===== src/rtl/dbus_responder_pkg.sv =====
// Shared types and constants for the CPU data-bus responder and its helpers.
package dbus_responder_pkg;

    localparam int DBUS_AW = 32;
    localparam int DBUS_DW = 32;
    localparam int DBUS_MW = 4;

    localparam logic [DBUS_DW-1:0] DBUS_ERR_DATA = 32'hDEADBEEF;

    typedef enum logic [1:0] {
        IDLE = 2'd0,
        REQ  = 2'd1,
        RESP = 2'd2
    } dbus_state_e;

endpackage


===== src/rtl/dbus_responder_timeout_ctr.sv =====
// Loadable up-counter with clear/enable and a terminal-count flag; shared by bus responders.
module dbus_timeout_ctr #(
    parameter int           W    = 8,
    parameter logic [W-1:0] TERM = '1
) (
    input  logic         clk,
    input  logic         rst,
    input  logic         clr,
    input  logic         load,
    input  logic [W-1:0] load_val,
    input  logic         en,
    output logic         term
);

    logic [W-1:0] count_reg;

    always_ff @(posedge clk) begin
        if (!rst) begin
            count_reg <= '0;
        end else if (clr) begin
            count_reg <= '0;
        end else if (load) begin
            count_reg <= load_val;
        end else if (en) begin
            count_reg <= count_reg + 1'b1;
        end
    end

    assign term = (count_reg == TERM);

endmodule


===== src/rtl/dbus_responder.sv =====
// CPU data-bus responder: stalls the CPU while each access runs on a req/ack backend,
// completing hung accesses with ERR_DATA and a one-cycle bus_err pulse.
module dbus_responder
    import dbus_responder_pkg::*;
#(
    parameter int                  TIMEOUT  = 255,
    parameter logic [DBUS_DW-1:0]  ERR_DATA = DBUS_ERR_DATA
) (
    input  logic               clk,
    input  logic               rst,
    input  logic               stb,
    input  logic [DBUS_AW-1:0] addr,
    input  logic [DBUS_DW-1:0] wdata,
    input  logic [DBUS_MW-1:0] mask,
    input  logic               we,
    output logic [DBUS_DW-1:0] rdata,
    output logic               stall,
    output logic               mem_req,
    output logic               mem_we,
    output logic [DBUS_AW-1:0] mem_addr,
    output logic [DBUS_DW-1:0] mem_wdata,
    output logic [DBUS_MW-1:0] mem_mask,
    input  logic               mem_ack,
    input  logic [DBUS_DW-1:0] mem_rdata,
    output logic               bus_err
);

    localparam int CW = $clog2(TIMEOUT + 1);

    dbus_state_e        state_reg, state_next;
    logic               accept, done_ack, done_tmo, tmo_term;
    logic               mem_req_reg, mem_we_reg, bus_err_reg;
    logic [DBUS_AW-1:0] mem_addr_reg;
    logic [DBUS_DW-1:0] mem_wdata_reg, rdata_reg;
    logic [DBUS_MW-1:0] mem_mask_reg;

    dbus_timeout_ctr #(
        .W    (CW),
        .TERM (CW'(TIMEOUT - 1))
    ) u_tmo (
        .clk      (clk),
        .rst      (rst),
        .clr      (accept),
        .load     (1'b0),
        .load_val ({CW{1'b0}}),
        .en       ((state_reg == REQ) && !mem_ack),
        .term     (tmo_term)
    );

    always_comb begin
        state_next = state_reg;
        accept     = 1'b0;
        done_ack   = 1'b0;
        done_tmo   = 1'b0;
        case (state_reg)
            IDLE: begin
                if (stb) begin
                    accept     = 1'b1;
                    state_next = REQ;
                end
            end
            REQ: begin
                // An ack arriving on the terminal-count edge takes priority over the timeout.
                if (mem_ack) begin
                    done_ack   = 1'b1;
                    state_next = RESP;
                end else if (tmo_term) begin
                    done_tmo   = 1'b1;
                    state_next = RESP;
                end
            end
            RESP:    state_next = IDLE;
            default: state_next = IDLE;
        endcase
    end

    always_ff @(posedge clk) begin
        if (!rst) begin
            state_reg     <= IDLE;
            mem_req_reg   <= 1'b0;
            mem_we_reg    <= 1'b0;
            mem_addr_reg  <= '0;
            mem_wdata_reg <= '0;
            mem_mask_reg  <= '0;
            rdata_reg     <= '0;
            bus_err_reg   <= 1'b0;
        end else begin
            state_reg   <= state_next;
            bus_err_reg <= done_tmo;
            if (accept) begin
                mem_req_reg   <= 1'b1;
                mem_we_reg    <= we;
                mem_addr_reg  <= {addr[DBUS_AW-1:2], 2'b00};
                mem_wdata_reg <= wdata;
                mem_mask_reg  <= mask;
            end
            if (done_ack || done_tmo) begin
                mem_req_reg <= 1'b0;
            end
            if (done_ack && !mem_we_reg) begin
                rdata_reg <= mem_rdata;
            end
            if (done_tmo && !mem_we_reg) begin
                rdata_reg <= ERR_DATA;
            end
        end
    end

    assign stall     = rst && (((state_reg == IDLE) && stb) || (state_reg == REQ));
    assign rdata     = rdata_reg;
    assign mem_req   = mem_req_reg;
    assign mem_we    = mem_we_reg;
    assign mem_addr  = mem_addr_reg;
    assign mem_wdata = mem_wdata_reg;
    assign mem_mask  = mem_mask_reg;
    assign bus_err   = bus_err_reg;

endmodule


===== config.mk =====
export PLATFORM = sky130hd
export DESIGN_NAME = dbus_responder
export DESIGN_NICKNAME = d
export VERILOG_FILES = /design/src/rtl/dbus_responder_pkg.sv /design/src/rtl/dbus_responder_timeout_ctr.sv /design/src/rtl/dbus_responder.sv
export SDC_FILE = /design/constraint.sdc
export NUM_CORES = 1
export LEC_CHECK = 0
export BUFFER_PORTS_ARGS = -buffer_cell sky130_fd_sc_hd__buf_2
export CAP_MARGIN = 20
export CORE_ASPECT_RATIO = 0.7
export CORE_MARGIN = 4
export CORE_UTILIZATION = 47
export DETAILED_ROUTE_END_ITERATION = 12
export PLACE_DENSITY = 0.85
export SYNTH_ARGS = -nofsm -noshare
export SYNTH_HDL_FRONTEND = slang
export SYNTH_HIERARCHICAL = 1
export SYNTH_SLANG_ARGS = --single-unit

===== constraint.sdc =====
create_clock -name clk -period 2.1 [get_ports clk]
set_clock_uncertainty 0.15 [all_clocks]
set_input_delay 0.315 -clock clk [delete_from_list [all_inputs] [get_ports clk]]
set_output_delay 0.315 -clock clk [all_outputs]
set_load 0.005 [all_outputs]

Word level (Yosys, flattened, before mapping) --
Index checks and enable logic that the tools add are counted.
Word-level totals: output and inout bits 104, bits of input ports 105, register bits after elaboration 111, logic and storage cells 44
Operators by class: reduce and logical (&&, ||, !) cells 15, bitwise operators 1, muxes and demuxes 13, eq/ne operators 4, add/subtract/negate cells 1
Operators with widths (number):
- $mux 32 | 2
- $add 8x1->8 const B | 1
- $eq 8x8->1 const B | 1
- $mux 1 | 7
- $mux 2 | 3
- $reduce_or 2->1 | 3
- $logic_and 1x1->1 | 5
- $pmux 2 s2 | 1
- $ne 3x3->1 const B | 1
- $eq 2x1->1 const B | 1
- $logic_not 1->1 | 2
- $logic_not 2->1 | 1
- $logic_or 1x1->1 | 2
- $ne 2x2->1 const B | 1
- $reduce_and 2->1 | 1
- $reduce_bool 2->1 | 1
- $not 1->1 | 1

Longest topological paths before layout --
depth in word-level cells 6, mapped depth 8, depth with buffers taken out 7

Modules after synthesis --
The synthesis kept the hierarchy.
By module, submodules not included:
- dbus_responder | area each 4083.9 um^2, cells each 482, times used 1, sequential area each 2062.0 um^2
- dbus_timeout_ctr | area each 464.2 um^2, cells each 55, times used 1, sequential area each 160.2 um^2

Worst setup path before layout --
OpenSTA, ideal clock, no wires.
kind register -> register, start register u_tmo.count_reg[1], end register rdata_reg[10] (netlist: rdata[10]), setup time 0.076 ns, buffers on the path 1, arrival 1.525 ns, path slack 0.350 ns, clock period less this slack 1.750 ns, cell stages (with the launch flop) 8, data required time 1.874 ns, path through dfxtp_1 > ha_1 > nand3_1 > nor2_1 > nor2b_1 > clkbuf_1 > o21ai_0 > a21boi_0
On the way: longest elaborated chain between the ends 6, elaborated cells on any way between the ends 7, those cells by class eq/ne (1); mux (4); reduce/logical (2)
Ends and longest elaborated chain:
- start: declaration | RTL line dbus_responder_timeout_ctr.sv:15 | logic [W-1:0] count_reg;
- start signal: assignment | RTL line dbus_responder_timeout_ctr.sv:23 | count_reg <= load_val;
- start signal: assignment | RTL line dbus_responder_timeout_ctr.sv:25 | count_reg <= count_reg + 1'b1;
- $eq 8x8->1 (*) | RTL line dbus_responder_timeout_ctr.sv:29 | assign term = (count_reg == TERM);
- named net tmo_term | RTL line dbus_responder.sv:31 | logic accept, done_ack, done_tmo, tmo_term;
- $mux 1 (*) | RTL line dbus_responder.sv:67 | end else if (tmo_term) begin
- $mux 1 (*) | RTL line dbus_responder.sv:64 | if (mem_ack) begin
- $mux 1 (*) | RTL line dbus_responder.sv:55 | case (state_reg)
- $logic_and 1x1->1 (*) | RTL line dbus_responder.sv:103 | if (done_tmo && !mem_we_reg) begin
- $mux 32 or $reduce_bool 2->1 (tied branches)
- end signal: assignment | RTL line dbus_responder.sv:101 | rdata_reg <= mem_rdata;
- end: declaration | RTL line dbus_responder.sv:34 | logic [DBUS_DW-1:0] mem_wdata_reg, rdata_reg;
Mark *: on every way through the listed nets, which the timed path passes. The rest lies on a longest branch. A chain may end at the register's enable or synchronous reset.

Final worst setup path --
start register state_reg[1], end output stall
On the way: longest elaborated chain between the ends 4, elaborated cells on any way between the ends 5, those cells by class eq/ne (1); reduce/logical (4)
Ends and longest elaborated chain:
- start: declaration | RTL line dbus_responder.sv:30 | dbus_state_e state_reg, state_next;
- start signal: assignment | RTL line dbus_responder.sv:88 | state_reg <= state_next;
- $logic_not 2->1 | RTL line dbus_responder.sv:109 | assign stall = rst && (((state_reg == IDLE) && stb) || (state_reg == REQ));
- $logic_and 1x1->1 | RTL line dbus_responder.sv:109
- $logic_or 1x1->1 (*) | RTL line dbus_responder.sv:109
- $logic_and 1x1->1 (*) | RTL line dbus_responder.sv:109
- end: declaration | RTL line dbus_responder.sv:17 | output logic stall,
Mark *: on every way between the ends. The rest lies on a longest branch, timed or not.

==> results.ini <==
[power]
p_per_area_mw_per_mm2 = 789
ir_drop_uv = 630
p_leak_nw = 2.81

[sta]
finalHoldViolCount = 0
tns_ns = 0
rsz0062_at_grt = false
fin_crit_sh = 0.920
max_freq_mhz = 518
setup_viol = 0
hold_ws_ns = 0.0597
drv_slew = 0
fin_crit_ns = 1.93
fin_ws_ns = 0.169

[clock_tree]
cts-buffers-inserted = 9
cts_sinks = 111
cts_root_buf = clkbuf_16
clkLatencyLatePin_ns = 0.34
cts_max_path_buffers = 2
cts_tree = yes
postCtsSetupBuffers = 0
clkTransAtPathRegs_ns = 0.07
cts_htree_levels = 3

[drt]
vias_per_cell = 4.97
routedWlPerCell_um = 14.0
antenna_left = 0
vias = 4334
drt-pass1-iter-count = 4
wl_mm = 12.2
drt_iter0_drc = 147
route.detailed.drc = 0

[setup_path]
arrival_ns = 1.47
rr_startpoint = state_reg[1]$_SDFFE_PN0P_
rr_worst_depth = 5
cp_max_fo = 8
startpoint_type = register
required_ns = 1.63
endpoint_kind = primary output
rrSetupSlack_ns = 0.25
criticalPathCategory = register to primary output
timing.rr.end = u_tmo/count_reg[7]$_SDFFE_PP0P_

[global_routing]
grt_pass1_vias = 4321
grt_pass1_wl_mm = 20.0
antenna_found_initial = 0
track_usage = 0.211
grt_max_degree = 47
grt.overflow.total = 0

[logic_synthesis]
netlist_top_cells_area = dfxtp_1 (49%), nand2_1 (15%), a21boi_1 (13%), and2_1 (3.3%), o21ai_0 (3.3%)
synth.top_cell.area_share = 0.489
synth_flop_cell = dfxtp_1
ys_warn_count = 6
synth_common_cells = nand2_1 (177), dfxtp_1 (111), a21boi_1 (76)
synth_edf_count = 0
yosysSeqAreaShare = 0.489
yosysMostFrequentCell = nand2_1
synth_top_area_cell = dfxtp_1
syn_avg_cell_area_um2 = 8.47
yosys_register_bits = 111
netlist_area_mm2 = 0.00455
synth_cell_type_count = 41
async_reset_ff_frac = 0
syn_inst = 537

[flow_run]
drv_cap = 0

[placed_design]
pre_cts_slack_ns = 0.213
place_area_mm2 = 0.00569
gp_congestion = 0.820
dp_hpwl_mm = 9.22
io_buffers = 204

[floorplan]
dieArea_mm2 = 0.0113
ioPinCount = 209
rows = 29
die_h_um = 90.3
coreArea_mm2 = 0.00925
initial_core_util = 0.492
die_x_um = 126

[cells_and_area]
fin_area_mm2 = 0.00602
drive_gt1_frac = 0.321
diodes = 0
final_nets = 851
syn2layout_area_growth_pct = 32.4
layout.core_utilization = 0.651

[worst_hold_path]
hold_path_end = mem_addr[5]$_SDFFE_PN0P_
min_path_type = primary input to register
min_delay_path_depth = 3
min-delay-start = addr[5]

[status]
status = complete, no violations

## cells in the final DEF (no fill, tap or decap), drive strengths merged, types with 2 or more instances in the layout
cell / n
o21ai: 30
or3: 2
a21boi: 92
buf: 220
a31oi: 2
conb: 17
a21oi: 12
and2: 24
bufinv: 3
clkbuf: 11
ha: 2
nor2: 6
nor2b: 2
xor2: 3
nand2b: 5
nor3b: 2
clkinv: 3
nor4bb: 2
dfxtp: 111
nand2: 177
nand3: 4
nand4: 3
o211ai: 2
## report_power, final
group | switching [W] | internal [W] | leakage (nW)
clock | 0.000707 | 0.00116 | 0.160
sequential | 0.0000667 | 0.00222 | 0.908
combinational | 0.000310 | 0.000289 | 1.74
## how the worst max path moves through the flow
stage                                                 end  depth (start not counted)                            start  slack, ns
final                                               stall                          3        state_reg[1]$_SDFFE_PN0P_       0.17
after global routing               rdata[10]$_SDFFE_PN0P_                          7  u_tmo/count_reg[1]$_SDFFE_PP0P_       0.07
after CTS                                           stall                          3        state_reg[1]$_SDFFE_PN0P_      0.003
after detailed placement  u_tmo/count_reg[7]$_SDFFE_PP0P_                          6                              stb       0.21
after global placement             rdata[25]$_SDFFE_PN0P_                          7  u_tmo/count_reg[1]$_SDFFE_PP0P_       0.33
after floorplan                    rdata[10]$_SDFFE_PN0P_                          7  u_tmo/count_reg[1]$_SDFFE_PP0P_       0.35
## critical path: stages (launching register included)
cell	delay, ns
dfxtp_1	0.36
or3b_4	0.49
a21boi_1	0.14
buf_2	0.14
## cell type report
cell class | instances | area, µm²
clock buffers | 11 | 233
clock inverters | 4 | 95.1
fillers | 763 | 3230
inverters | 3 | 16.3
multi-input cells | 399 | 2130
flip-flops and latches | 111 | 2220
well taps | 124 | 155
repair buffers | 220 | 1170
## through the flow
| step | total power, W | std cells |
|---|---|---|
| finish | 0.00475 | 872 |
| detailed placement | 0.00294 | 857 |
| global route | 0.00497 | 872 |
| global placement | 0.00291 | 857 |
| CTS | 0.00481 | 872 |
| floorplan | 0.00267 | 553 |
## per-layer routing
| layer | routed length, µm | track usage | share of wire | vias to the layer above |
|---|---|---|---|---|
| met5 | 0 | 0 | 0 | - |
| met4 | 211 | 0.0659 | 0.017 | 0 |
| met3 | 1210 | 0.0922 | 0.10 | 18 |
| met2 | 5920 | 0.360 | 0.49 | 172 |
| met1 | 4830 | 0.237 | 0.40 | 1989 |
| li1 | - | - | - | 2155 |
## cells by family (layout without fill, tap and decap cells)
kind of cell	Yosys count	count (layout)	share of synthesized area
AND/OR/NAND/NOR	232	232	0.224
AO/OA/AOI/OAI	143	143	0.215
flip-flops	111	111	0.489
buffers and inverters	43	238	0.0564
XOR/XNOR	4	4	0.00770
adder cells (fa/ha/maj)	2	2	0.00550
other	1	17	0.000825
multiplexers	1	1	0.00220
## repair_timing
| action | 4_1_cts | 5_1_grt |
|---|---|---|
| gates resized for setup | 0 | 2 |
| hold buffers | 0 | 0 |
| endpoints found under the setup margin | 0 | 3 |
Power figures use the tool's default switching activity.
